===== src/rtl/ask_demod.sv =====
// ask_demod: ASK demodulator - rectify, integrate over SPB-sample windows, threshold to bits, lock tracking.
// Optional macro ASK_DEMOD_BYTE_EN adds dout_byte/byte_valid with an MSB-first byte assembler.
module ask_demod #(
    parameter int SPB     = 256,
    parameter int THRESH  = SPB * 32,
    parameter int DET_LVL = 16,
    parameter int LOSS_N  = 4
) (
    input  logic       clk,
    input  logic       rst,
    input  logic [7:0] din_ASK,
    output logic       dout_bit,
    output logic       dout_valid,
    output logic       locked
`ifdef ASK_DEMOD_BYTE_EN
    ,
    output logic [7:0] dout_byte,
    output logic       byte_valid
`endif
);
    localparam int CW = $clog2(SPB);
    localparam int AW = CW + 8;

    typedef enum logic {SEARCH, TRACK} state_t;

    state_t          r_state, w_next;
    logic [7:0]      r_amp;
    logic [CW-1:0]   r_cnt;
    logic [AW-1:0]   r_acc;
    logic            r_dec, r_dec_v;
    logic [3:0]      r_loss;
    logic [AW-1:0]   w_sum;
    logic            w_last, w_drop;

    assign w_sum  = r_acc + AW'(r_amp);
    assign w_last = r_cnt == CW'(SPB - 1);
    assign w_drop = r_dec_v && !r_dec && (r_loss == 4'(LOSS_N - 1));
    assign locked = r_state == TRACK;

    // Rectifier: distance of the sample from midscale.
    always_ff @(posedge clk or posedge rst)
        if (rst) r_amp <= '0;
        else     r_amp <= din_ASK[7] ? {1'b0, din_ASK[6:0]} : 8'd128 - din_ASK;

    // State register.
    always_ff @(posedge clk or posedge rst)
        if (rst) r_state <= SEARCH;
        else     r_state <= w_next;

    // Acquire on a strong sample; drop lock when the LOSS_N-th consecutive zero is emitted.
    always_comb begin
        w_next = r_state;
        if (r_state == SEARCH) w_next = (32'(r_amp) >= 32'(DET_LVL)) ? TRACK : SEARCH;
        else if (w_drop)       w_next = SEARCH;
    end

    // Window integrator: the acquiring sample is sample 0; the window's final sum is decided without dropping the next sample.
    always_ff @(posedge clk or posedge rst)
        if (rst) begin
            r_acc   <= '0;
            r_cnt   <= '0;
            r_dec   <= 1'b0;
            r_dec_v <= 1'b0;
        end else if (w_next == SEARCH) begin
            r_acc   <= '0;
            r_cnt   <= '0;
            r_dec_v <= 1'b0;
        end else begin
            r_dec_v <= w_last;
            r_cnt   <= r_cnt + 1'b1;
            if (w_last) begin
                r_dec <= 32'(w_sum) >= 32'(THRESH);
                r_acc <= '0;
            end else
                r_acc <= w_sum;
        end

    // Bit output and consecutive-zero counter.
    always_ff @(posedge clk or posedge rst)
        if (rst) begin
            dout_bit   <= 1'b0;
            dout_valid <= 1'b0;
            r_loss     <= '0;
        end else begin
            dout_valid <= r_dec_v;
            if (r_dec_v) begin
                dout_bit <= r_dec;
                r_loss   <= (r_dec || w_drop) ? 4'd0 : r_loss + 4'd1;
            end
        end

`ifdef ASK_DEMOD_BYTE_EN
    logic [6:0] r_sh;
    logic [2:0] r_bcnt;

    // Byte assembler: every 8th decided bit since acquisition completes an MSB-first byte.
    always_ff @(posedge clk or posedge rst)
        if (rst) begin
            r_sh       <= '0;
            r_bcnt     <= '0;
            dout_byte  <= '0;
            byte_valid <= 1'b0;
        end else begin
            byte_valid <= r_dec_v && r_bcnt == 3'd7;
            if (r_dec_v) r_sh <= {r_sh[5:0], r_dec};
            if (r_dec_v && r_bcnt == 3'd7) dout_byte <= {r_sh, r_dec};
            r_bcnt <= (w_next == SEARCH) ? 3'd0 : r_bcnt + 3'(r_dec_v);
        end
`endif
endmodule

===== config.mk =====
export PLATFORM = sky130hd
export DESIGN_NAME = ask_demod
export DESIGN_NICKNAME = d
export VERILOG_FILES = /design/src/rtl/ask_demod.sv
export SDC_FILE = /design/constraint.sdc
export NUM_CORES = 1
export LEC_CHECK = 0
export ABC_AREA = 1
export CORE_MARGIN = 2
export CORE_UTILIZATION = 35
export CTS_BUF_LIST = sky130_fd_sc_hd__clkbuf_2 sky130_fd_sc_hd__clkbuf_4 sky130_fd_sc_hd__clkbuf_8
export CTS_CLUSTER_SIZE = 30
export DETAILED_ROUTE_END_ITERATION = 6
export PLACE_DENSITY = 0.6
export SETUP_SLACK_MARGIN = 0.5
export SYNTH_ARGS = -nofsm -noshare
export SYNTH_HDL_FRONTEND = slang
export SYNTH_SLANG_ARGS = --single-unit

===== constraint.sdc =====
create_clock -name clk -period 2.06 [get_ports clk]
set_input_delay 0.206 -clock clk [delete_from_list [all_inputs] [get_ports clk]]
set_output_delay 0.206 -clock clk [all_outputs]
set_load 0.01 [all_outputs]

==> results of run 1 <==
per-layer routing:
layer	global-route usage	vias up	wire length (um)
li1	-	903	-
met1	0.160	843	1980
met2	0.229	30	2260
met3	0.0346	12	148
met4	0.0455	0	113
met5	0	-	0
Yosys cell counts (all sizes together):
cell / n
nor2: 37
nand3: 14
xor2: 5
nor3: 5
or2: 3
dfrtp: 41
xnor2: 4
and2: 2
and3: 1
o22ai: 1
o21a: 1
o31ai: 1
a32o: 1
nor3b: 2
nand3b: 3
o21bai: 2
o211ai: 1
ha: 11
buf: 2
nor4: 1
inv: 34
a21oi: 20
nand2: 63
nand4: 3
fa: 1
o21ai: 3
per-stage QoR:
| step | hold WS (ns) | total power, mW | util | setup WS [ns] |
|---|---|---|---|---|
| 6_report | 0.337 | 3.77 | 0.464 | 0.299 |
| 5_1_grt | 0.417 | 4.05 | 0.464 | 0.218 |
| 4_1_cts | 0.354 | 3.46 | 0.438 | 0.274 |
| 3_5_place_dp | 0.468 | 2.36 | 0.392 | 0.259 |
| 3_3_place_gp | 0.453 | 2.35 | 0.392 | 0.298 |
| 2_1_floorplan | 0.237 | 2.11 | - | 0.394 |
flip-flops by register name (all words and copies together) (netlist names):
signal,flops
r_amp,8
locked,1
r_acc,16
r_dec,1
r_loss,4
r_dec_v,1
r_cnt,8
dout_valid,1
dout_bit,1
tightest hold or removal path, stage by stage:
cell	delay, ns
clkdlybuf4s50_1	0.40
inv_1	0.05
buf_4	0.43
repair_timing:
action | 4_1_cts | 5_1_grt
resized for setup | 24 | 26
setup endpoints to repair | 12 | 15
endpoints found under the hold margin | 0 | 0
buffers inserted | 5 | 8
gates cloned | 0 | 0
pin swaps | 13 | 24
power by group through the flow:
stage / Sequential (mW) / Clock (mW) / Combinational [mW]
after floorplan: 1.19 / 0 / 0.922
after global placement: 1.23 / 0 / 1.12
after detailed placement: 1.23 / 0 / 1.13
after CTS: 1.24 / 0.799 / 1.42
after global routing: 1.28 / 0.836 / 1.94
final: 1.24 / 0.780 / 1.74
cell families (layout without fill, tap and decap cells):
family                     Yosys count  after routing  synth area share
and+or+nand+nor                    134            134             0.285
buffers and inverters               36             69            0.0658
DFF                                 41             41             0.461
adders and majority gates           12             12            0.0709
xor gates and xnor gates             9              9            0.0355
AOI/OAI and AO/OA                   30             30            0.0810
cell usage in the layout (no fill, tap or decap), drive strengths merged, types with 2 or more instances in the layout:
master / count
a21oi: 20
and2: 2
buf: 15
bufinv: 2
clkbuf: 5
clkdlybuf4s50: 12
dfrtp: 41
ha: 11
inv: 35
nand2: 63
nand3: 14
nand3b: 3
nand4: 3
nor2: 37
nor3: 5
nor3b: 2
o21ai: 3
o21bai: 2
or2: 3
xnor2: 4
xor2: 5
cell type report:
cell class              instances  area [um^2]
clock buffers                   5         68.8
clock inverters                 3         68.8
fillers                       601         3340
inverters                      34          128
multi-input cells             185         1270
flip-flops and latches         41         1030
well taps                      77         96.3
repair buffers                 27          236
worst paths after layout:
kind	from	end	slack [ns]	cells after the start
max in group asynchronous	rst	r_amp[6]	1.36	3
max reg2reg	r_amp[0]	r_acc[12]	0.30	11
min in group clk	din_ASK[0]	r_amp[0]	0.42	1
min reg2reg	r_cnt[0]	r_cnt[0]	0.48	1
min	rst	dout_bit	0.34	3
max	r_amp[0]	r_acc[12]	0.30	11
==> metrics.yaml, run 1 <==
outcome:
  status: "complete, no violations"
timing:
  fin_crit_sh: 0.855
  post-route-min-period_ns: 1.76
  tightest_slew_ns: 0.514
  finClkSkew_ns: 0.00948
  setup_violations: 0
  rsz0062_at_grt: "yes"
  fin_tns_setup_ns: 0
  fmax_mhz: 568
  final_hold_viol_count: 0
  drv_slew: 0
  slew_headroom: 0.658
finish:
  drive_above_1_share: 0.278
  antenna-diode-count: 0
  final_cell_area_um2: 2900
  nets: 316
  layout.cells.non_filler: 372
  areaGrowthSynthToFinish_pct: 30.3
drt:
  drt_pre_antenna_iters: 4
  detail_route.wl_per_cell_um: 12.1
  vias: 1788
  wl_um: 4500
  drt_iter0_markers: 85
  via_per_inst: 4.81
  ant_nets: 0
  drc: 0
critical_path:
  cp_top_family: "adder cells"
  slowest_delay_ns: 0.38
  cp.buffers_inverters: 1
  crit_path_max_fanout: 4
  cp_cell_sequence: "ha_2, fa_2, nand2_2, nand2_2, nand3_2, nand2_4, a21oi_4, inv_2, nand2_1, nand2_1, a21oi_1"
  cp_data_required_time_ns: 2.29
  arrival_ns: 1.99
  cp-end-kind: "flip-flop"
  critPathKind: "reg2reg"
  crit_path_start_kind: "flip-flop"
  critPathSlowestCell: "dfrtp_1"
logic_synthesis:
  synth-seq-cells: 41
  synth_cells: 262
  synth_cell_types: 39
  synth_area_per_cell_um2: 8.49
  synth.top_cell.area_share: 0.461
  ys_top_cells_by_area: "dfrtp_1 (46%), nand2_1 (10%), ha_1 (6.2%), nor2_1 (5.6%), inv_1 (5.2%)"
  netlist_area_um2: 2220
  yosysSeqAreaShare: 0.461
  yosys.area.top_type: "dfrtp_1"
  synth_warnings: 0
  syn_nets: 284
placed_design:
  place_area_um2: 2440
  place_inst: 351
  io_buffers: 12
  gp_congestion: 0.761
  place_hpwl_um: 2930
pwr:
  power.internal_mw: 2.35
  p_leak_nw: 1.36
  seq_power_share: 0.330
  switchingPower_mw: 1.42
  p_per_area_nw_per_um2: 1300
  ir_worst_vdd_mv: 0.510
  p_comb_frac: 0.462
  clkPwrFrac: 0.207
  p_sw_frac: 0.376
grt:
  grt_pass1_wl_um: 7470
  gr-total-overflow: 0
  grtUsageTotal: 0.133
  antenna_found_initial: 0
  grt_max_degree: 42
  first_global_vias: 1708
floorplanning:
  ios: 13
  coreArea_um2: 6240
  fp.dieW_um: 83.7
  die_h_um: 83.7
  die-area_um2: 7010
  start_util: 0.356
  rows: 29
clock_tree:
  ctsHoldBuffers: 0
  clk_pin_slew_worst_paths_ns: 0.08
  clockBufferDepth: 2
  htreeDepth: 2
  cts_buffers: 5
  root_buffer: "clkbuf_8"
  cts_tree: "done"
  clock-sinks: 41
  clk-insertion-delay-late_ns: 0.29
hold_path:
  min-delay-path-class: "in2async"
job:
  timing.max_cap.violations: 0
No activity file was read; power rests on OpenSTA's default activity.
==> run 2, diff against run 1 <==
--- a/config.mk
+++ b/config.mk
@@ -6,7 +6,6 @@
 export NUM_CORES = 1
 export LEC_CHECK = 0
 export ABC_AREA = 1
-export CORE_MARGIN = 2
 export CORE_UTILIZATION = 35
 export CTS_BUF_LIST = sky130_fd_sc_hd__clkbuf_2 sky130_fd_sc_hd__clkbuf_4 sky130_fd_sc_hd__clkbuf_8
 export CTS_CLUSTER_SIZE = 30
==> metrics.yaml, run 2 (synthesis gave the netlist of run 1 again) <==
critical_path:
  rr_worst_depth: 11
  crit_start: "r_amp[0]"
  critPathSlowestCell: "dfrtp_1"
  crit_path_max_fanout: 4
  arrival_ns: 2.04
  r2r_start: "r_amp[0]"
  cp_cell_sequence: "ha_2, fa_2, nand2_2, nand2_2, nand3_2, nand2_4, a21oi_4, inv_2, nand2_1, nand2_1, a21oi_1"
  slowest_delay_ns: 0.37
  rrSetupSlack_ns: 0.26
  cp_data_required_time_ns: 2.29
  crit_path_start_kind: "flip-flop"
  reg2reg_to: "r_acc[12]"
  cp-end-kind: "flip-flop"
  critPathKind: "reg2reg"
finish:
  largest_reg_flops: 16
  reg_top3: "r_acc: 16 flops, r_amp: 8 flops, r_cnt: 8 flops"
  final_cell_mix: "nand2_1 (47), dfrtp_1 (41), nor2_1 (31), inv_1 (28), buf_4 (17)"
  largest_register: "r_acc"
  final_common_cell: "nand2_1"
  drive_above_1_share: 0.281
  nets: 320
  areaGrowthSynthToFinish_pct: 29.0
  antenna-diode-count: 0
timing:
  finClkSkew_ns: 0.0127
  fin_crit_sh: 0.876
  finalWorstSetupSlack_ns: 0.255
  slew_headroom: 0.661
  fmax_mhz: 554
  final_hold_viol_count: 0
  rsz0062_at_grt: "yes"
  fin_tns_setup_ns: 0
  drv_slew: 0
  setup_violations: 0
  post-route-min-period_ns: 1.80
  tightest_slew_ns: 0.508
grt:
  gr-total-overflow: 0
  grt_pass1_wl_um: 7320
  grt_max_degree: 42
  antenna_found_initial: 0
  first_global_vias: 1715
  grtUsageTotal: 0.147
floorplanning:
  ios: 13
  fp.dieW_um: 81.7
  coreArea_um2: 6030
  die_h_um: 81.7
  die-area_um2: 6670
  start_util: 0.369
  rows: 28
clock_tree:
  ctsHoldBuffers: 0
  cts_tree: "done"
  clk-insertion-delay-late_ns: 0.30
  clockBufferDepth: 2
  clk_pin_slew_worst_paths_ns: 0.08
  root_buffer: "clkbuf_8"
  cts_buffers: 5
  htreeDepth: 2
  clock-sinks: 41
pwr:
  p_leak_nw: 1.36
  ir_worst_vdd_mv: 0.741
  p_per_area_nw_per_um2: 1210
job:
  timing.max_cap.violations: 0
placed_design:
  post-place-ws_ns: 0.267
  gp_congestion: 0.812
  place_hpwl_um: 2910
  io_buffers: 12
drt:
  wl_um: 4560
  via_per_inst: 4.79
  drt_pre_antenna_iters: 4
  drc: 0
  ant_nets: 0
  vias: 1793
  detail_route.wl_per_cell_um: 12.2
  drt_iter0_markers: 55
outcome:
  status: "complete, no violations"
hold_path:
  min-delay-path-class: "in2async"
-- run 2: power by group --
part           internal, mW  switching, mW  total (mW)
clock network         0.248          0.272       0.520
logic                 0.819          0.878        1.70
registers              1.04          0.211        1.25
-- run 2: area by class of cell --
class                           instances  area, um^2
Inverter                               34         130
Fill cell                             617        3160
Clock inverter                          2        10.0
Multi-Input combinational cell        185        1260
Sequential cell                        41        1030
Tap cell                               75        93.8
Timing Repair Buffer                   31         270
Clock buffer                            6        76.3
-- run 2: worst max path at each step --
stage,to,slack [ns],cells after the start
after floorplan,r_acc[10],0.39,10
after global placement,r_acc[10],0.30,10
after detailed placement,r_acc[10],0.27,10
after CTS,r_dec,0.33,12
after global routing,r_acc[12],0.14,11
final,r_acc[12],0.26,11
-- run 2: metal layers --
metal,GRT usage,up-vias,part of all wire
li1,-,906,-
met1,0.177,847,0.45
met2,0.250,25,0.50
met3,0.0344,15,0.022
met4,0.0667,0,0.029
met5,0,-,0
-- run 2: per-stage QoR --
step	hold slack (ns)	utilization	instance area [um^2]	total power, mW	std cells
floorplan	0.237	-	2230	2.11	262
global placement	0.459	0.404	2430	2.34	348
global route	0.423	0.476	2870	3.73	374
detailed placement	0.463	0.404	2430	2.36	348
finish	0.332	0.476	2870	3.46	374
CTS	0.352	0.448	2700	3.14	363
-- run 2: repair_timing --
| action | in CTS | in global routing |
|---|---|---|
| resized for setup | 21 | 25 |
| cloned | 0 | 0 |
| endpoints found under the setup margin | 14 | 17 |
| endpoints found under the hold margin | 0 | 0 |
| pin swaps | 7 | 18 |
| buffers inserted | 7 | 11 |
-- run 2: worst max-delay path: cells and delay by family, from the launching register on --
kind                     cells  cell delay, ns
AO/OA/AOI/OAI                2            0.31
flip-flops                   1            0.37
AND/OR/NAND/NOR              6            0.44
buffers and inverters        1            0.08
adder cells (fa/ha/maj)      2            0.54
==> run 3, diff against run 2 <==
--- a/config.mk
+++ b/config.mk
@@ -6,11 +6,12 @@
 export NUM_CORES = 1
 export LEC_CHECK = 0
 export ABC_AREA = 1
-export CORE_UTILIZATION = 35
+export CORE_ASPECT_RATIO = 0.5
+export CORE_UTILIZATION = 61
 export CTS_BUF_LIST = sky130_fd_sc_hd__clkbuf_2 sky130_fd_sc_hd__clkbuf_4 sky130_fd_sc_hd__clkbuf_8
 export CTS_CLUSTER_SIZE = 30
 export DETAILED_ROUTE_END_ITERATION = 6
-export PLACE_DENSITY = 0.6
+export PLACE_DENSITY = 0.89
 export SETUP_SLACK_MARGIN = 0.5
 export SYNTH_ARGS = -nofsm -noshare
 export SYNTH_HDL_FRONTEND = slang
==> metrics.yaml, run 3 (synthesis gave the netlist of run 1 again) <==
finish:
  largest_register: "r_acc"
  antenna-diode-count: 0
  drive_above_1_share: 0.292
  final_cell_mix: "nand2_1 (45), dfrtp_1 (41), inv_1 (28), nor2_1 (28)"
  postLayoutCoreUtil: 0.832
  largest_reg_flops: 16
  nets: 319
  final_common_cell: "nand2_1"
  areaGrowthSynthToFinish_pct: 29.2
  reg_top3: "r_acc: 16 flops, r_amp: 8 flops, r_cnt: 8 flops"
outcome:
  status: "complete, no violations"
critical_path:
  crit_path_max_fanout: 3
  cp-end-kind: "flip-flop"
  slowest_delay_ns: 0.42
  critPathSlowestCell: "dfrtp_1"
  cp_cell_sequence: "ha_4, fa_2, nand2_2, nand2_2, nand3_2, nand2_4, nand2_2, nand2_1, nand2_1, nand3_1, nor2_1, a21oi_2"
  cp_data_required_time_ns: 2.26
  crit_path_start_kind: "flip-flop"
  arrival_ns: 2.16
  cpMostUsedCell: "nand2_2"
  critPathKind: "reg2reg"
  rrSetupSlack_ns: 0.10
drt:
  drt_iter0_markers: 298
  detail_route.wl_per_cell_um: 19.5
  wl_um: 6820
  drt_pre_antenna_iters: 5
  ant_nets: 0
  vias: 2198
  drc: 0
  via_per_inst: 6.30
pwr:
  p_per_area_nw_per_um2: 1340
  p_total_mw: 3.84
  ir_worst_vdd_mv: 0.733
  p_leak_nw: 1.36
grt:
  gr-max-usage-layer: "met2"
  antenna_found_initial: 0
  grt_use_met1: 0.352
  grtUsageTotal: 0.277
  first_global_vias: 1816
  grt_pass1_wl_um: 7960
  use_met3: 0.0658
  grt_max_degree: 42
  gr-total-overflow: 0
  grt_use_met2: 0.480
floorplanning:
  die_h_um: 44.7
  fp.dieW_um: 87.4
  die-area_um2: 3910
  start_util: 0.644
  rows: 15
  coreArea_um2: 3450
  ios: 13
timing:
  fmax_mhz: 510
  fin_crit_sh: 0.951
  rsz0062_at_grt: "yes"
  setup_violations: 0
  finalWorstSetupSlack_ns: 0.101
  drv_slew: 0
  fin_tns_setup_ns: 0
  finClkSkew_ns: 0.0152
  holdWs_ns: 0.323
  post-route-min-period_ns: 1.96
  slew_headroom: 0.647
  tightest_slew_ns: 0.529
  final_hold_viol_count: 0
job:
  timing.max_cap.violations: 0
clock_tree:
  cts_buffers: 5
  clockBufferDepth: 2
  clk-insertion-delay-late_ns: 0.31
  cts_tree: "done"
  htreeDepth: 2
  root_buffer: "clkbuf_8"
  clk_pin_slew_worst_paths_ns: 0.09
  clock-sinks: 41
hold_path:
  min-delay-path-class: "in2async"
placed_design:
  io_buffers: 12
  gp_congestion: 0.907
  post-place-ws_ns: 0.259
  place_hpwl_um: 3160
## run 3: cell types whose count changed in the layout (fill, tap and decap cells not counted), sizes merged
| cell | previous run | this run |
|---|---|---|
| buf | 19 | 18 |
## run 3: cell type report
type	count	area, um^2
fillers	169	581
multi-input cells	185	1290
repair buffers	30	267
inverters	34	130
clock inverters	2	13.8
clock buffers	6	82.6
well taps	51	63.8
flip-flops and latches	41	1030
## run 3: metrics by stage
step,cells,area [um^2]
after global placement,324,2400
after CTS,337,2660
after global routing,349,2870
after floorplan,262,2230
final,349,2870
after detailed placement,324,2400
## run 3: critical path, delay by kind of cell, from the launching register on
family	cells	cell delay, ns
DFF	1	0.42
AOI/OAI and AO/OA	1	0.07
and+or+nand+nor	9	0.77
adders and majority gates	2	0.57
## run 3: layer usage
layer	vias to the layer above	share of wire
li1	913	-
met1	1043	0.38
met2	184	0.45
met3	58	0.11
met4	0	0.061
met5	-	0
## run 3: path summary, 6_finish.rpt
path,start,to,cells after the start
setup / recovery,r_acc[0],r_dec,12
hold / removal,rst,r_cnt[2],3
setup reg to reg,r_acc[0],r_dec,12
hold reg to reg,r_cnt[0],r_cnt[0],1
max in group asynchronous,rst,r_amp[4],3
min in group clk,din_ASK[0],r_amp[0],1
## run 3: where the power goes
group	switching [mW]	internal [mW]	total [mW]
sequential	0.268	1.04	1.30
clock	0.304	0.272	0.576
combinational	1.11	0.851	1.96
## run 3: repair_timing
action	4_1_cts	5_1_grt
buffers inserted	5	12
cloned	0	0
hold buffers	0	0
gates resized for setup	22	31
pin swaps	11	25
setup endpoints to repair	14	16
